==> src/rtl/tl_bus_arbiter.sv <==
// Two-master (ICache/DCache) arbiter onto a single TileLink-style bus with an
// outstanding-request limit; grant is held until the owner goes quiet and all of its responses return.
module tl_bus_arbiter #(
  parameter int unsigned MAX_OUTSTANDING = 4
) (
  input  logic        clock,
  input  logic        reset,

  input  logic        io_icache_req_valid,
  output logic        io_icache_req_ready,
  input  logic [2:0]  io_icache_req_bits_opcode,
  input  logic [31:0] io_icache_req_bits_address,
  input  logic [31:0] io_icache_req_bits_data,
  output logic        io_icache_resp_valid,
  output logic [2:0]  io_icache_resp_bits_opcode,
  output logic [31:0] io_icache_resp_bits_data,

  input  logic        io_dcache_req_valid,
  output logic        io_dcache_req_ready,
  input  logic [2:0]  io_dcache_req_bits_opcode,
  input  logic [31:0] io_dcache_req_bits_address,
  input  logic [31:0] io_dcache_req_bits_data,
  output logic        io_dcache_resp_valid,
  output logic [2:0]  io_dcache_resp_bits_opcode,
  output logic [31:0] io_dcache_resp_bits_data,

  output logic        io_tlbus_req_valid,
  input  logic        io_tlbus_req_ready,
  output logic [2:0]  io_tlbus_req_bits_opcode,
  output logic [31:0] io_tlbus_req_bits_address,
  output logic [31:0] io_tlbus_req_bits_data,
  input  logic        io_tlbus_resp_valid,
  input  logic [2:0]  io_tlbus_resp_bits_opcode,
  input  logic [31:0] io_tlbus_resp_bits_data,

  output logic        io_err
);

  localparam logic [2:0] MaxCnt = 3'(MAX_OUTSTANDING);

  typedef enum logic [1:0] {StIdle, StOwnI, StOwnD} stateT;

  stateT      stateQ, stateD;
  logic [2:0] cntQ, cntD;
  logic       lastDcacheQ, lastDcacheD;
  logic       errQ, errD;

  logic ownI, ownD, canIssue, ownerValid, fire, respAccept;

  always_comb begin
    ownI       = (stateQ == StOwnI);
    ownD       = (stateQ == StOwnD);
    // Gate on the registered count so a same-cycle response never frees a slot early.
    canIssue   = (cntQ < MaxCnt);
    ownerValid = (ownI && io_icache_req_valid) || (ownD && io_dcache_req_valid);

    io_tlbus_req_valid        = ownerValid && canIssue;
    io_tlbus_req_bits_opcode  = ownD ? io_dcache_req_bits_opcode  : io_icache_req_bits_opcode;
    io_tlbus_req_bits_address = ownD ? io_dcache_req_bits_address : io_icache_req_bits_address;
    io_tlbus_req_bits_data    = ownD ? io_dcache_req_bits_data    : io_icache_req_bits_data;

    io_icache_req_ready = ownI && io_tlbus_req_ready && canIssue;
    io_dcache_req_ready = ownD && io_tlbus_req_ready && canIssue;

    fire       = io_tlbus_req_valid && io_tlbus_req_ready;
    // A response is only expected while someone owns the bus and has requests in flight.
    respAccept = io_tlbus_resp_valid && (ownI || ownD) && (cntQ != 3'd0);

    io_icache_resp_valid       = ownI && respAccept;
    io_dcache_resp_valid       = ownD && respAccept;
    io_icache_resp_bits_opcode = io_tlbus_resp_bits_opcode;
    io_icache_resp_bits_data   = io_tlbus_resp_bits_data;
    io_dcache_resp_bits_opcode = io_tlbus_resp_bits_opcode;
    io_dcache_resp_bits_data   = io_tlbus_resp_bits_data;

    io_err = errQ;
  end

  always_comb begin
    cntD = cntQ;
    unique case ({fire, respAccept})
      2'b10:   cntD = cntQ + 3'd1;
      2'b01:   cntD = cntQ - 3'd1;
      default: cntD = cntQ;
    endcase
    errD = errQ | (io_tlbus_resp_valid & ~respAccept);
  end

  always_comb begin
    stateD      = stateQ;
    lastDcacheD = lastDcacheQ;
    unique case (stateQ)
      StIdle: begin
        if (io_icache_req_valid && io_dcache_req_valid) begin
          stateD = lastDcacheQ ? StOwnI : StOwnD;
        end else if (io_icache_req_valid) begin
          stateD = StOwnI;
        end else if (io_dcache_req_valid) begin
          stateD = StOwnD;
        end
      end
      StOwnI: begin
        if (!io_icache_req_valid && (cntD == 3'd0)) begin
          stateD      = StIdle;
          lastDcacheD = 1'b0;
        end
      end
      StOwnD: begin
        if (!io_dcache_req_valid && (cntD == 3'd0)) begin
          stateD      = StIdle;
          lastDcacheD = 1'b1;
        end
      end
      default: stateD = StIdle;
    endcase
  end

  always_ff @(posedge clock or negedge reset) begin
    if (!reset) begin
      stateQ      <= StIdle;
      cntQ        <= 3'd0;
      lastDcacheQ <= 1'b1;
      errQ        <= 1'b0;
    end else begin
      stateQ      <= stateD;
      cntQ        <= cntD;
      lastDcacheQ <= lastDcacheD;
      errQ        <= errD;
    end
  end

endmodule

==> config.mk <==
export PLATFORM = sky130hd
export DESIGN_NAME = tl_bus_arbiter
export DESIGN_NICKNAME = d
export VERILOG_FILES = /design/src/rtl/tl_bus_arbiter.sv
export SDC_FILE = /design/constraint.sdc
export NUM_CORES = 1
export LEC_CHECK = 0
export ABC_AREA = 1
export BUFFER_PORTS_ARGS = -buffer_cell sky130_fd_sc_hd__buf_2
export CORE_AREA = 2 2 125 127
export DETAILED_ROUTE_END_ITERATION = 16
export DIE_AREA = 0 0 127 129
export PLACE_DENSITY = 0.45
export SETUP_SLACK_MARGIN = 0.1
export SLEW_MARGIN = 40
export SYNTH_ARGS = -nofsm -noshare
export SYNTH_HDL_FRONTEND = slang
export SYNTH_SLANG_ARGS = --single-unit
==> constraint.sdc <==
create_clock -name clock -period 2.4 [get_ports clock]
set_input_delay 0.24 -clock clock [delete_from_list [all_inputs] [get_ports clock]]
set_output_delay 0.24 -clock clock [all_outputs]
set_load 0.1 [all_outputs]
# Word-level counts from Yosys, hierarchy flattened
# Cells that the tools add are included.
# word_totals
regBits	7
input_bits	175
out_inout_bits	143
# op_classes
add_sub_neg	2
magnitude_cmp	1
n_eq_ne	7
muxes	14
n_bitwise	3
n_reduce_logical	25
# op_table
cell	n
2-to-1 mux 32 bit	2
logical AND 1 bit	15
2-to-1 mux 2 bit	6
one-hot mux 2 bit (3 select lines)	1
one-hot mux 3 bit (2 select lines)	1
AND reduction 3 bit	2
== test 2 x 1 -> 1 bit (second input constant)	2
== test 2 bit (second input constant)	2
inequality test 2 x 1 -> 1 bit (second input constant)	2
inequality test 4 bit (second input constant)	1
adder 3 x 1 -> 3 bit (second input constant)	1
logical NOT 3 bit	1
< comparator 3 bit (second input constant)	1
2-to-1 mux 3 bit	1
nonzero test 3 bit	1
subtractor 3 x 1 -> 3 bit (second input constant)	1
logical NOT 1 bit	2
logical NOT 2 bit	1
logical OR 1 bit	2
2-to-1 mux 1 bit	2
one-hot mux 1 bit (2 select lines)	1
nonzero test 2 bit	1
AND 1 bit	1
inverter 1 bit	1
bitwise OR 1 bit	1

# Depth between registers and ports, before layout
# Gate-level depths: netlist of run 1.
# depth
word_depth	11
depth_mapped	17
depth_no_buf	17

# Least setup slack after synthesis of run 1
# OpenSTA, ideal clock, no wires.
# synth_timing
kind	register to register
start	reg stateQ[0]
end	reg stateQ[0]
t_arrival_ns	3.641
required_time_ns	2.283
setup_slack_ns	-1.358
path_stages_with_launch	15
path_buffers	0
cell_sequence	dfrtp_1 -> inv_1 -> ha_1 -> nand2_1 -> a21oi_1 -> nand2_1 -> ha_1 -> inv_1 -> fa_1 -> o21ai_1 -> nor2_2 -> nand4_1 -> nand2_2 -> nand4_1 -> nand2_1
# synth_between
elab_chain_len	11
# synth_rtl
item	line_no	rtl
start, declared	43	stateT stateQ, stateD;
start signal, assigned	120	stateQ <= StIdle;
start signal, assigned	125	stateQ <= stateD;
== test 2 x 1 -> 1 bit / == test 2 bit (equally long branches)	51, 52	
logical AND 1 bit	55	ownerValid = (ownI && io_icache_req_valid) || (ownD && io_dcache_req_valid);
logical OR 1 bit (*)	55	
logical AND 1 bit (*)	57	io_tlbus_req_valid = ownerValid && canIssue;
net io_tlbus_req_valid	27	output logic io_tlbus_req_valid,
logical AND 1 bit (*)	65	fire = io_tlbus_req_valid && io_tlbus_req_ready;
== test 2 x 1 -> 1 bit / == test 2 bit (equally long branches)	81	unique case ({fire, respAccept})
one-hot mux 3 bit (2 select lines) (*)	81	
net cntD[1]	44	logic [2:0] cntQ, cntD;
logical NOT 3 bit (*)	103, 109	
logical AND 1 bit, on equally long branches	109, 103	
inequality test 2 x 1 -> 1 bit (no line)	-	
AND reduction 3 bit (no line) (*)	-	
# Mark *: on every way through the listed nets, which the timed path passes. The rest lies on a longest branch.
# A chain may end at the register's enable or synchronous reset.

# Final worst setup path of run 1
# layout_timing
start	reg stateQ[1]
end	reg stateQ[1]
# layout_between
elab_chain_len	11
# layout_rtl
item	line_no
== test 2 x 1 -> 1 bit / == test 2 bit (equally long branches)	51, 52
logical AND 1 bit	55
logical OR 1 bit	55
logical AND 1 bit	57
logical AND 1 bit	65
== test 2 x 1 -> 1 bit / == test 2 bit (equally long branches)	81
one-hot mux 3 bit (2 select lines) (*)	81
net cntD[1]	44
logical NOT 3 bit (*)	103, 109
logical AND 1 bit, on equally long branches	109, 103
inequality test 2 x 1 -> 1 bit (no line)	-
AND reduction 3 bit (no line) (*)	-
# Marked as above.

==> out/results.md, run 1 <==
## STA
* **least setup slack across all paths after layout** 0.0303 ns
* **actual transition at the worst max-transition pin** 0.511 ns
* **Max Fclk** 422 MHz
* **final-report setup violation count** 0
* **final hold violations** 0
* **Slew Viols, Final** 0
* **final setup skew** 0.000446 ns
* **post-route minimum period** 2.37 ns
* **Worst slew margin** 66.2%
* **Setup TNS Final** 0 ns
* **post-route fraction of the period consumed by the critical path** 98.7%
* **unrepaired setup endpoints after global routing** yes

## Route
* **count of vias placed by the detailed router** 2511
* **via density per instance** 3.61
* **total DRC errors in the routed layout** 0
* **post-route antenna net violation count** 0
* **Total Wirelength** 8.67 mm
* **Initial DRT Pass Iterations** 4
* **number of design-rule violations left by the first detailed-router iteration** 111
* **routed wire length per instance** 12.5 um

## Synthesis
* **portion of synthesized cell area occupied by the leading cell type** 43.7%
* **Synth Warn #** 0
* **distinct cell type count of the synthesized netlist** 23
* **Post-Synthesis Cells** 360
* **total nets after synthesis** 541
* **number of flip-flops and latches in the synthesized netlist** 7
* **Netlist Area Pre-Place** 0.00188 sq mm
* **area leader, netlist** nand2_1
* **sequential cell area fraction in the yosys report** 9.37%
* **dominant cells by area after synthesis** nand2_1 (44%), buf_4 (28%), dfrtp_1 (8.0%), ha_1 (3.3%), inv_1 (3.0%)
* **syn_area_per_cell** 5.23 sq um

## CTS
* **clock tree root buffer cell** clkbuf_16
* **CTS Buf Count** 3
* **buffer depth of the longest clock path** 2
* **level count of the clock H-tree** 1
* **clock input transition at the sequential cells of the worst setup and hold paths** 0.04 ns
* **total number of clock tree sinks** 7
* **clock latency at the later pin of the worst-skew pair** 0.24 ns
* **TritonCTS clock tree** yes

## Global route
* **Overall Global Routing Usage** 9.70%
* **number of global-route vias before repair** 2407
* **gr ovfl total** 0
* **first-pass GRT wire length** 12.7 mm
* **largest net degree at the start of global routing** 42
* **initial antenna violation count** 0

## Final layout
* **final instance area** 0.00397 sq mm
* **synth-to-layout area growth** 111%
* **Final nets** 690
* **# diodes** 0
* **most frequent standard cell in the layout excluding fill and tap cells** nand2_1
* **share of final-layout standard cells stronger than drive strength 1** 51.6%
* **post-route core utilization** 26.5%
* **commonest cells after routing, fill and taps aside** nand2_1 (213), buf_2 (144), buf_12 (69)

## Critical path
* **maximum fanout count along the critical path** 5
* **critical path type** flop to flop
* **Register-to-Register Setup Slack** 0.03 ns
* **startpoint type of the worst setup path** flop
* **Critical Path Sink Type** flop
* **Worst Path Arrival** 2.49 ns
* **data required time at the worst endpoint** 2.52 ns

## Die
* **I/O pins** 318
* **height of the chip** 129 um
* **floorplan die width** 127 um
* **floorplan core area** 0.0150 sq mm
* **standard-cell row count** 45
* **die outline area** 0.0164 sq mm
* **effective utilization at floorplan** 12.6%

## Status
* **outcome** finished clean

## Placement
* **placement-stage worst setup slack** -0.0726 ns
* **count of input and output buffers** 212
* **half-perimeter wire length after placement** 7.18 mm
* **last weighted congestion value of the routability-driven placer** 0.770
* **placement-stage cell area** 0.00375 sq mm

## Run
* **number of max-cap violations** 0

## Worst hold path
* **type of the tightest min-delay check** input port to flop

==> registers in the layout, indices dropped and copies added, names as in the netlist <==
register	flops
lastDcacheQ	1
io_err	1
cntQ	3
stateQ	2
==> final timing paths <==
path                                startpoint     endpoint  cells after the start
setup / recovery                     stateQ[1]    stateQ[1]                     14
hold / removal             io_tlbus_resp_valid       io_err                      2
setup reg to reg                     stateQ[1]    stateQ[1]                     14
hold reg to reg                    lastDcacheQ  lastDcacheQ                      2
max in group asynchronous                reset  lastDcacheQ                      2
min in group asynchronous                reset    stateQ[1]                      2
==> cell usage after synthesis (all sizes together) <==
| cell type | n |
|---|---|
| inv | 17 |
| a21oi | 1 |
| o21ai | 2 |
| a21o | 1 |
| a31oi | 1 |
| nand4 | 6 |
| dfrtp | 6 |
| ha | 5 |
| fa | 1 |
| clkbuf | 4 |
| dfstp | 1 |
| nor3 | 2 |
| nand3 | 4 |
| nand2 | 223 |
| nor2 | 5 |
| buf | 81 |
==> critical path: stages (launching register included) <==
cell and delay, ns:
dfrtp_1 0.36, inv_2 0.06, ha_4 0.27, nand2_4 0.05
a31oi_4 0.18, ha_4 0.16, inv_2 0.04, fa_1 0.49
o21ai_2 0.07, nor2_2 0.11, nand4_1 0.10, nand2_2 0.14
nand3_2 0.09, nand2_1 0.06, nand2_1 0.05
==> timing repair <==
| item | in CTS | in global routing |
|---|---|---|
| pin swaps | 9 | 13 |
| buffers inserted | 1 | 4 |
| hold buffers | 1 | 0 |
| endpoints found under the hold margin | 6 | 0 |
| resized for setup | 10 | 6 |
| endpoints found under the setup margin | 3 | 7 |
==> per-stage QoR <==
stage          instances  hold slack [ns]
3_5_place_dp         686           0.0978
6_report             696            0.279
3_3_place_gp         686           0.0982
5_1_grt              696            0.304
2_1_floorplan        360          -0.0556
4_1_cts              692            0.280
==> cell families after synthesis <==
logic type      after synthesis  share of synthesized area, %
simple gates                240                          50.0
buf+inv                     102                          34.7
flops                         7                          9.37
fa+ha+maj                     6                          4.39
compound gates                5                          1.53
==> layout make-up <==
cell class,count,area (sq um)
Clock buffer,4,78.8
Sequential cell,7,176
Inverter,17,63.8
Fill cell,1688,11000
Tap cell,188,235
Timing Repair Buffer,229,2230
Multi-Input combinational cell,251,1180
==> per-layer routing <==
metal	share of wire [%]	global-route usage, %
met1	36	10.3
met2	51	17.4
met3	10	3.41
met4	3.2	4.33
met5	0	0
Power of run 1 is left out: the tool's default activity adds up to more than one toggle a clock period on the data nets, which glitch-free logic cannot reach.
==> run 2, diff against run 1 <==
- CELL_PAD_IN_SITES_DETAIL_PLACEMENT: default -> 0
- CELL_PAD_IN_SITES_GLOBAL_PLACEMENT: default -> 1
- CORE_AREA: 2 2 125 127 -> 2 2 122 124
- DIE_AREA: 0 0 127 129 -> 0 0 124 126
- PLACE_DENSITY: 0.45 -> 0.75
- clock period: 2.4 -> 2.5 ns (I/O delays scaled with it)
==> run 2 against run 1 <==
Against the previous run:
- hold slack gained 0.0041 ns
- critical endpoint unchanged
- final cell count shrank 0.86%
- first-iteration DRC count shrank 40%
- clock skew is essentially flat
- via count grew 1.3%
- critical path depth grew 1
==> out/results.md, run 2 (same netlist as run 1, synthesis figures left out) <==
## Global route
* **Overall Global Routing Usage** 10.2%
* **number of global-route vias before repair** 2384
* **largest net degree at the start of global routing** 39
* **gr ovfl total** 0
* **initial antenna violation count** 0
* **first-pass GRT wire length** 12.6 mm

## STA
* **Worst slew margin** 66.3%
* **final-report setup violation count** 0
* **final setup skew** 0.000277 ns
* **Max Fclk** 424 MHz
* **post-route minimum period** 2.36 ns
* **final hold violations** 0
* **post-route fraction of the period consumed by the critical path** 94.3%
* **unrepaired setup endpoints after global routing** yes
* **actual transition at the worst max-transition pin** 0.508 ns
* **Slew Viols, Final** 0

## Die
* **standard-cell row count** 44
* **I/O pins** 318
* **floorplan die width** 124 um
* **floorplan core area** 0.0143 sq mm
* **height of the chip** 126 um
* **die outline area** 0.0156 sq mm
* **effective utilization at floorplan** 13.2%

## Critical path
* **maximum fanout count along the critical path** 5
* **Critical Path Start** stateQ[0]
* **cell with the biggest individual delay on the critical path** fa_1
* **ordered cell list for the critical path** inv_2 > ha_4 > nand2_4 > a31oi_4 > ha_4 > inv_2 > fa_1 > nand2_1 > nand3_1 > nand2_2 > nand4_1 > nand2_2 > nand3_2 > nand2_1 > nand2_1
* **critical path type** flop to flop
* **data required time at the worst endpoint** 2.63 ns
* **Worst Path Arrival** 2.48 ns
* **critical register-to-register path startpoint** stateQ[0]
* **largest incremental delay on the critical path** 0.37 ns
* **category of cells accounting for the largest share of critical-path delay** adder cells
* **startpoint type of the worst setup path** flop
* **Crit path top cell by count** nand2_1
* **Critical Path Sink Type** flop
* **Register-to-Register Setup Slack** 0.14 ns
* **count of buffering cells on the critical path with inverters included** 2

## CTS
* **TritonCTS clock tree** yes
* **clock latency at the later pin of the worst-skew pair** 0.24 ns
* **clock tree root buffer cell** clkbuf_16
* **level count of the clock H-tree** 1
* **total number of clock tree sinks** 7
* **buffer depth of the longest clock path** 2
* **CTS Buf Count** 3
* **clock input transition at the sequential cells of the worst setup and hold paths** 0.04 ns

## Route
* **Met2 Wirelength** 4.43 mm
* **Total Wirelength** 8.72 mm
* **routed wire length per instance** 12.6 um
* **post-route antenna net violation count** 0
* **routed length on met1** 3.04 mm
* **count of vias placed by the detailed router** 2544
* **number of design-rule violations left by the first detailed-router iteration** 67
* **detailed-routed wire length on met3** 1.19 mm
* **via density per instance** 3.69
* **total DRC errors in the routed layout** 0
* **Initial DRT Pass Iterations** 4
* **uppermost metal layer occupied by signal nets** met4

## Final layout
* **Final nets** 688
* **share of final-layout standard cells stronger than drive strength 1** 51.2%
* **# diodes** 0
* **fin cells** 690
* **most frequent standard cell in the layout excluding fill and tap cells** nand2_1
* **synth-to-layout area growth** 108%
* **number of flip-flops under the largest register name** 3
* **largest registers ranked by flip-flop count** cntQ (3), stateQ (2)
* **commonest cells after routing, fill and taps aside** nand2_1 (214), buf_2 (144), buf_12 (68)
* **number of inserted filler cells in the final layout** 1567
* **Biggest register** cntQ

## Worst hold path
* **critical hold path startpoint** io_tlbus_resp_valid
* **type of the tightest min-delay check** input port to flop

## Status
* **outcome** finished clean

## Placement
* **count of input and output buffers** 212
* **half-perimeter wire length after placement** 7.15 mm
* **post-placement cell count** 677
* **last weighted congestion value of the routability-driven placer** 0.826

## Run
* **number of max-cap violations** 0

[run 2: area by class of cell]
cell class | instances | area, sq um | share of cell area (%)
Timing Repair Buffer | 227 | 2200 | 56.2
Multi-Input combinational cell | 251 | 1160 | 29.7
Tap cell | 184 | 230 | 5.89
Sequential cell | 7 | 176 | 4.51
Clock buffer | 4 | 78.8 | 2.02
Inverter | 17 | 63.8 | 1.63
[run 2: final timing paths]
kind / end / cells after the start
worst max register to register: stateQ[1] / 15
worst min register to register: lastDcacheQ / 2
worst max-delay path: stateQ[1] / 15
max in group asynchronous: lastDcacheQ / 2
min in group asynchronous: stateQ[1] / 2
worst min-delay path: io_err / 2
[run 2: routing by layer]
layer | vias up | track usage, %
met2 | 149 | 18.5
met3 | 9 | 4.98
met5 | - | 0
met4 | 0 | 1.78
li1 | 1299 | -
met1 | 1087 | 10.7
[run 2: stage by stage]
stage / hold slack, ns / worst slack, ns / TNS (ns) / utilization, % / cell area [sq um]
4_1_cts: 0.284 / 0.0930 / 0 / 27.0 / 3870
6_report: 0.283 / 0.143 / 0 / 27.3 / 3910
2_1_floorplan: -0.0456 / -0.213 / -0.605 / - / 1930
3_3_place_gp: 0.102 / 0.0320 / 0 / 25.8 / 3700
3_5_place_dp: 0.107 / -0.0273 / -0.0448 / 25.8 / 3700
5_1_grt: 0.293 / -0.0114 / -0.0183 / 27.3 / 3910
[run 2: timing repair]
action,in CTS,in global routing
buffers inserted,5,3
endpoints found under the hold margin,6,0
pin swaps,10,6
gates resized for setup,8,3
setup endpoints to repair,3,3
hold buffers,1,0
Power of run 2 is left out for the same reason.
==> run 3, diff against run 2 <==
- CTS_BUF_LIST: default -> sky130_fd_sc_hd__clkbuf_8
==> run 3 against run 2 <==
Against the previous run:
- final cell count shrank 0.29%
- final area down 1.2%
- count of clock-buffer cells in the layout down 1
- die area stayed put
- critical path type unchanged
- maximum frequency fell by 0.59%
- critical path depth unchanged
- hold slack worse by 0.0019 ns
- clock skew about the same
- non-clock buffer count fell by 2
==> out/results.md, run 3 (same netlist as run 1, synthesis figures left out) <==
## Route
* **post-route antenna net violation count** 0
* **Initial DRT Pass Iterations** 4
* **number of design-rule violations left by the first detailed-router iteration** 48
* **routed wire length per instance** 12.4 um
* **count of vias placed by the detailed router** 2537
* **via density per instance** 3.69
* **total DRC errors in the routed layout** 0
* **Total Wirelength** 8.54 mm

## Critical path
* **category of cells accounting for the largest share of critical-path delay** adder cells
* **Critical Path Start** stateQ[0]
* **largest incremental delay on the critical path** 0.38 ns
* **Critical Path Sink Type** flop
* **Worst Path Arrival** 2.50 ns
* **cell with the biggest individual delay on the critical path** fa_1
* **ordered cell list for the critical path** inv_2 > ha_4 > nand2_4 > a31oi_4 > ha_4 > inv_2 > fa_1 > nand2_1 > nand3_1 > nand2_2 > nand4_1 > nand2_2 > nand3_2 > nand2_1 > nand2_1
* **count of buffering cells on the critical path with inverters included** 2
* **maximum fanout count along the critical path** 5
* **worst reg2reg path depth** 15
* **startpoint type of the worst setup path** flop
* **Crit path top cell by count** nand2_1
* **Worst path depth** 15
* **critical path type** flop to flop
* **critical register-to-register path startpoint** stateQ[0]
* **data required time at the worst endpoint** 2.63 ns

## Worst hold path
* **Hold Crit Depth** 2
* **critical hold path startpoint** io_tlbus_resp_valid
* **type of the tightest min-delay check** input port to flop

## Global route
* **gr ovfl total** 0
* **initial antenna violation count** 0
* **Overall Global Routing Usage** 9.86%
* **largest net degree at the start of global routing** 39
* **first-pass GRT wire length** 12.3 mm
* **number of global-route vias before repair** 2388

## Final layout
* **# diodes** 0
* **Biggest register** cntQ
* **most frequent standard cell in the layout excluding fill and tap cells** nand2_1
* **commonest cells after routing, fill and taps aside** nand2_1 (214), buf_2 (144), buf_12 (68)
* **synth-to-layout area growth** 105%
* **largest registers ranked by flip-flop count** cntQ (3), stateQ (2)
* **number of flip-flops under the largest register name** 3
* **share of final-layout standard cells stronger than drive strength 1** 51.0%
* **Final nets** 686
* **number of inserted filler cells in the final layout** 1573

## STA
* **post-route minimum period** 2.37 ns
* **post-route fraction of the period consumed by the critical path** 94.8%
* **final setup skew** 0.000499 ns
* **actual transition at the worst max-transition pin** 0.508 ns
* **Worst slew margin** 66.3%
* **final hold violations** 0
* **Max Fclk** 422 MHz
* **final-report setup violation count** 0
* **unrepaired setup endpoints after global routing** yes
* **Slew Viols, Final** 0
* **smallest hold slack** 0.281 ns
* **Setup TNS Final** 0 ns

## CTS
* **clock latency at the later pin of the worst-skew pair** 0.23 ns
* **level count of the clock H-tree** 1
* **total number of clock tree sinks** 7
* **clock tree root buffer cell** clkbuf_8
* **buffer depth of the longest clock path** 2
* **TritonCTS clock tree** yes
* **clock input transition at the sequential cells of the worst setup and hold paths** 0.04 ns
* **CTS Buf Count** 3

## Placement
* **last weighted congestion value of the routability-driven placer** 0.826
* **count of input and output buffers** 212
* **half-perimeter wire length after placement** 7.15 mm

## Die
* **die outline area** 0.0156 sq mm
* **effective utilization at floorplan** 13.2%
* **floorplan core area** 0.0143 sq mm
* **height of the chip** 126 um
* **standard-cell row count** 44
* **floorplan die width** 124 um
* **I/O pins** 318

## Status
* **outcome** finished clean

## Run
* **number of max-cap violations** 0

==> run 3: cell count changes in the layout (fill, tap and decap cells not counted), sizes merged <==
cell | previous run | this run
buf | 226 | 224
clkbuf | 4 | 3
inv | 17 | 18
==> run 3: worst register-to-register path, delay by kind of cell (launching register included) <==
family,cells,cell delay (ns)
flops,1,0.36
simple gates,9,0.78
buf+inv,2,0.11
fa+ha+maj,3,0.81
compound gates,1,0.18
==> run 3: cell type report <==
cell class,instances,area (sq um),area share (%)
tap,184,230,5.96
clock buffer,3,41.3,1.07
inverter,17,63.8,1.65
multi-input combinational,251,1160,30.1
timing repair buffer,225,2180,56.5
sequential,7,176,4.57
clock inverter,1,3.75,0.0972
==> run 3: metrics by stage <==
stage,worst slack (ns),utilization [%],area [sq um],cells
after global placement,0.0320,25.8,3700,677
final,0.129,27.0,3860,688
after CTS,0.0923,26.8,3840,687
after detailed placement,-0.0273,25.8,3700,677
after floorplan,-0.213,-,1930,360
after global routing,-0.0346,27.0,3860,688
==> run 3: final timing paths <==
| kind | endpoint | slack [ns] |
|---|---|---|
| min | io_err | 0.28 |
| max | stateQ[1] | 0.13 |
| max in group asynchronous | lastDcacheQ | 1.87 |
| min in group asynchronous | io_err | 0.39 |
| max reg2reg | stateQ[1] | 0.13 |
| min reg2reg | lastDcacheQ | 0.46 |
==> run 3: metal layers <==
| metal | GRT usage (%) | part of all wire [%] | up-vias |
|---|---|---|---|
| met3 | 4.21 | 13 | 11 |
| met2 | 18.5 | 52 | 147 |
| met4 | 1.52 | 0.66 | 0 |
| met5 | 0 | 0 | - |
| li1 | - | - | 1294 |
| met1 | 10.2 | 34 | 1085 |
==> run 3: timing repair <==
item | CTS | global route
hold endpoints to repair | 6 | 0
pin swaps | 11 | 4
hold buffers | 1 | 0
gates cloned | 0 | 0
resized for setup | 8 | 3
setup endpoints to repair | 3 | 3
setup buffers | 5 | 1
Power of run 3 is left out for the same reason.
